File: src/rtl/serial_add_pkg.sv
// Shared types and constants for the bit-serial adder controller.
package serial_add_pkg;

    typedef enum logic [1:0] {
        IDLE = 2'd0,
        RUN  = 2'd1,
        DONE = 2'd2
    } state_t;

    localparam int WIDTH_DEFAULT = 8;

endpackage

File: src/rtl/half_adder.sv
// Single-bit half adder; two of these form the serial full adder.
module half_adder (
    input  logic a_i,
    input  logic b_i,
    output logic sum_o,
    output logic cout_o
);

    assign sum_o  = a_i ^ b_i;
    assign cout_o = a_i & b_i;

endmodule

File: src/rtl/serial_add_ctrl.sv
// Bit-serial adder with valid/ready handshake, LSB first, one bit per cycle.
// Define SERIAL_ADD_SUB_EN to add the sub_i port and a-b mode.
module serial_add_ctrl
    import serial_add_pkg::*;
#(
    parameter int WIDTH = WIDTH_DEFAULT
) (
    input  logic             clk_i,
    input  logic             rst_i,
    input  logic             in_valid_i,
    output logic             in_ready_o,
    input  logic [WIDTH-1:0] a_i,
    input  logic [WIDTH-1:0] b_i,
`ifdef SERIAL_ADD_SUB_EN
    input  logic             sub_i,
`endif
    output logic             out_valid_o,
    input  logic             out_ready_i,
    output logic [WIDTH-1:0] sum_o,
    output logic             cout_o
);

    localparam int CNT_W = (WIDTH > 1) ? $clog2(WIDTH) : 1;
    localparam logic [CNT_W-1:0] LAST = CNT_W'(WIDTH - 1);

    state_t           state;
    logic [WIDTH-1:0] a_q;
    logic [WIDTH-1:0] b_q;
    logic [WIDTH-1:0] sh_q;
    logic [WIDTH-1:0] sh_next;
    logic [CNT_W-1:0] cnt_q;
    logic             carry_q;
    logic             s0, c0, bit_sum, c1, bit_cout;

    half_adder u_ha0 (.a_i(a_q[0]), .b_i(b_q[0]),   .sum_o(s0),      .cout_o(c0));
    half_adder u_ha1 (.a_i(s0),     .b_i(carry_q),  .sum_o(bit_sum), .cout_o(c1));

    assign bit_cout = c0 | c1;

    // Result bits enter at the MSB so that after WIDTH shifts bit 0 sits at the LSB.
    assign sh_next = (sh_q >> 1) | (WIDTH'(bit_sum) << (WIDTH - 1));

    assign in_ready_o  = (state == IDLE);
    assign out_valid_o = (state == DONE);

    always_ff @(posedge clk_i) begin
        if (rst_i) begin
            state   <= IDLE;
            a_q     <= '0;
            b_q     <= '0;
            sh_q    <= '0;
            cnt_q   <= '0;
            carry_q <= 1'b0;
            sum_o   <= '0;
            cout_o  <= 1'b0;
        end else begin
            case (state)
                IDLE: begin
                    if (in_valid_i) begin
                        a_q   <= a_i;
                        sh_q  <= '0;
                        cnt_q <= '0;
`ifdef SERIAL_ADD_SUB_EN
                        // a - b computed as a + ~b + 1; carry out 1 means no borrow.
                        b_q     <= sub_i ? ~b_i : b_i;
                        carry_q <= sub_i;
`else
                        b_q     <= b_i;
                        carry_q <= 1'b0;
`endif
                        state <= RUN;
                    end
                end
                RUN: begin
                    a_q     <= a_q >> 1;
                    b_q     <= b_q >> 1;
                    carry_q <= bit_cout;
                    sh_q    <= sh_next;
                    cnt_q   <= cnt_q + CNT_W'(1);
                    if (cnt_q == LAST) begin
                        sum_o  <= sh_next;
                        cout_o <= bit_cout;
                        state  <= DONE;
                    end
                end
                DONE: begin
                    if (out_ready_i) begin
                        state <= IDLE;
                    end
                end
                default: state <= IDLE;
            endcase
        end
    end

endmodule

File: config.mk
export PLATFORM = sky130hd
export DESIGN_NAME = serial_add_ctrl
export DESIGN_NICKNAME = d
export VERILOG_FILES = /design/src/rtl/serial_add_pkg.sv /design/src/rtl/half_adder.sv /design/src/rtl/serial_add_ctrl.sv
export SDC_FILE = /design/constraint.sdc
export NUM_CORES = 1
export LEC_CHECK = 0
export ABC_AREA = 1
export CAP_MARGIN = 20
export CORE_MARGIN = 2
export CORE_UTILIZATION = 40
export CTS_BUF_LIST = sky130_fd_sc_hd__clkbuf_8
export DETAILED_ROUTE_END_ITERATION = 8
export HOLD_SLACK_MARGIN = 0.02
export PLACE_DENSITY = 0.71
export REMOVE_ABC_BUFFERS = 1
export SYNTH_ARGS = -nofsm -noshare
export SYNTH_HDL_FRONTEND = slang
export SYNTH_SLANG_ARGS = --single-unit
File: constraint.sdc
create_clock -name clk_i -period 1.55 [get_ports clk_i]
set_input_delay 0.31 -clock clk_i [delete_from_list [all_inputs] [get_ports clk_i]]
set_output_delay 0.31 -clock clk_i [all_outputs]
set_load 0.01 [all_outputs]
==> reports/qor.csv <==
stage;metric;value;unit
power_and_ir_drop;P_sw;0.000525;W
critical_path;crit path cell chain;clkdlybuf4s50_1;
timing;final hold vios;0;
critical_path;largest stage delay on the critical path;0.53;ns
critical_path;crit end category;output pin;
critical_path;critical path class;flop to output pin;
clock_tree;H-tree depth;2;
routing;via count;1577;
job;max_cap viols;0;
die;Die Width;70.9;um
critical_path;arrival time worst endpoint;1.16;ns
power_and_ir_drop;internal power;0.00164;W
die;Core Rows;24;
timing;period utilisation layout;0.947;
die;total core area;4320;um2
timing;fmax;681;MHz
critical_path;Critical Path Slowest Stage Cell;clkdlybuf4s50_1;
finish;fin nets;333;
power_and_ir_drop;clock power share;0.375;
power_and_ir_drop;Worst IR Drop VDD;0.612;mV
grt;initial antenna violation count;0;
synthesis;fraction of the yosys area taken by sequential cells;0.425;
clock_tree;Root Buffer;clkbuf_8;
power_and_ir_drop;Net Sw Frac;0.243;
timing;Worst Tran Pin Value;0.488;ns
finish;most common cell after layout, fill and taps aside;nand2_1;
synthesis;Post-Synthesis Cell Area;1790;um2
placement;I/O Buffers;30;
clock_tree;Max Root-Sink Buffers;2;
die;Die Area;5030;um2
die;Vert. Die Dim;70.9;um
routing;DRC;0;
routing;Vias/cell;4.34;
placement;Place WS;0.0569;ns
clock_tree;clock slew at reported path FFs;0.08;ns
synthesis;Yosys reg bits;38;
timing;Slew Limit Fails;0;
critical_path;CP delay by family, top;buffers and inverters;
clock_tree;postcts setup bufs;0;
finish;fill cell count;448;
critical_path;worst path bufs/invs;1;
finish;synthesis-to-layout area growth;26.0;%
clock_tree;CTS sink count;38;
finish;area of the multi-input gates;751;um2
synthesis;Cells after Synth;277;
grt;largest net degree at the start of global routing;32;
routing;first drt pass iteration count;4;
clock_tree;clock latency at the later pin of the worst-skew pair;0.29;ns
routing;Post-DRT Antenna Nets;0;
power_and_ir_drop;Pwr Density;959;nW/um2
routing;final WL;3.30;mm
finish;post-layout util;0.522;
timing;RSZ-0062 raised after global routing;false;
timing;Worst Skew;0.00585;ns
placement;placer congestion estimate;0.704;
grt;Congestion Overflow GR;0;
die;initial core utilization;0.414;
grt;global-route wire length before repair;5.77;mm
finish;most frequent cells in the layout;nand2_1, inv_1, dfxtp_1;
routing;DRT iter0 DRCs;76;
placement;dpl hpwl;2.26;mm
synthesis;Unique masters post-synth;18;
critical_path;CP Data Required Time;1.24;ns
timing;worst rel slew slack;0.674;
worst_hold_path;Hold Path Class;flop to flop;
grt;vias in the first global route;1409;
routing;DR WL/cell;9.09;um
clock_tree;Num CTS Buffers;5;
finish;number of diodes;0;
status;status;finished clean;
critical_path;Worst Path Max Fanout;2;
grt;Global Route Usage Sum;0.145;
timing;minimum clock period;1.47;ns
finish;ratio of cells with drive above 1 in the final layout;0.0740;
finish;sequential cell area;762;um2
critical_path;CP startpoint kind;flop;
synthesis;Mean Syn Cell Area;6.46;um2
power_and_ir_drop;register share of total power;0.482;
synthesis;Syn. warnings;0;
power_and_ir_drop;Leakage;1.05;nW
power_and_ir_drop;Gate power share;0.142;
timing;setup TNS;0;ns
timing;setup ws final;0.0825;ns
clock_tree;CTS tree;done;
timing;# setup viols final;0;
die;# IOs;31;
==> metrics by stage <==
step | instance area, um2 | total power (W) | hold slack [ns] | instances
floorplan | 1710 | 0.00124 | 0.379 | 265
global placement | 2150 | 0.00137 | 0.449 | 355
detailed placement | 2150 | 0.00138 | 0.454 | 355
CTS | 2260 | 0.00219 | 0.464 | 363
global route | 2260 | 0.00229 | 0.480 | 363
finish | 2260 | 0.00216 | 0.464 | 363
==> synthesized netlist by cell type, drive strengths merged <==
cell / instances / area share
nand2: 109 / 0.23
inv: 53 / 0.11
dfxtp: 38 / 0.42
nor2: 30 / 0.068
a21oi: 28 / 0.078
buf: 10 / 0.041
clkbuf: 2 / 0.0042
ha: 2 / 0.014
nand3: 2 / 0.0056
o21ai: 2 / 0.012
fa: 1 / 0.011
==> logic make-up (layout without fill, tap and decap cells) <==
kind of cell	count (synthesis)	after routing	synth area share
AND/OR/NAND/NOR	141	141	0.304
adder cells (fa/ha/maj)	3	3	0.0252
buffers and inverters	65	99	0.156
AO/OA/AOI/OAI	30	30	0.0901
flip-flops	38	38	0.425
==> path summary, 6_finish.rpt <==
check,start,endpoint,slack (ns),cells after the start
min,a_q[7]$_SDFFE_PP0P_,a_q[7]$_SDFFE_PP0P_,0.46,2
max,sum_o[1]$_SDFFE_PP0P_,sum_o[1],0.08,1
min reg2reg,a_q[7]$_SDFFE_PP0P_,a_q[7]$_SDFFE_PP0P_,0.46,2
max reg2reg,cnt_q[0]$_SDFFE_PP0P_,cout_o$_SDFFE_PP0P_,0.20,7
==> area by class of cell <==
class,count,area share
Clock buffer,5,0.0305
Multi-Input combinational cell,174,0.333
Tap cell,52,0.0288
Sequential cell,38,0.338
Clock inverter,3,0.0177
Timing Repair Buffer,38,0.164
Inverter,53,0.0882
==> worst register-to-register path, stage by stage (launching register included) <==
cell,delay (ns)
dfxtp_1,0.36
ha_1,0.16
ha_1,0.15
inv_1,0.06
nor2_2,0.29
nand2_1,0.09
nand2_1,0.08
nor2_1,0.04
==> layer usage <==
metal,up-vias,GRT usage,part of all wire
met2,26,0.233,0.47
met5,-,0,0
li1,870,-,-
met4,0,0.0713,0.018
met1,677,0.174,0.47
met3,4,0.0513,0.042
==> power groups by stage <==
stage / clock [W] / combinational, W / sequential (W)
CTS: 0.000836 / 0.000312 / 0.00104
global route: 0.000885 / 0.000354 / 0.00105
floorplan: 0 / 0.000173 / 0.00107
global placement: 0 / 0.000305 / 0.00106
detailed placement: 0 / 0.000310 / 0.00107
finish: 0.000812 / 0.000308 / 0.00104
==> what timing repair did <==
item                                    CTS  global route
hold buffers                              0             0
gates resized for setup                   3             0
endpoints found under the setup margin    2             0
==> flip-flops by register name, summed over array words and instances (netlist names) <==
name     flops
cout_o       1
state        2
sum_o        8
a_q          8
b_q          8
carry_q      1
cnt_q        3
sh_q         7
Note: power is estimated with default switching activity, not from simulation.
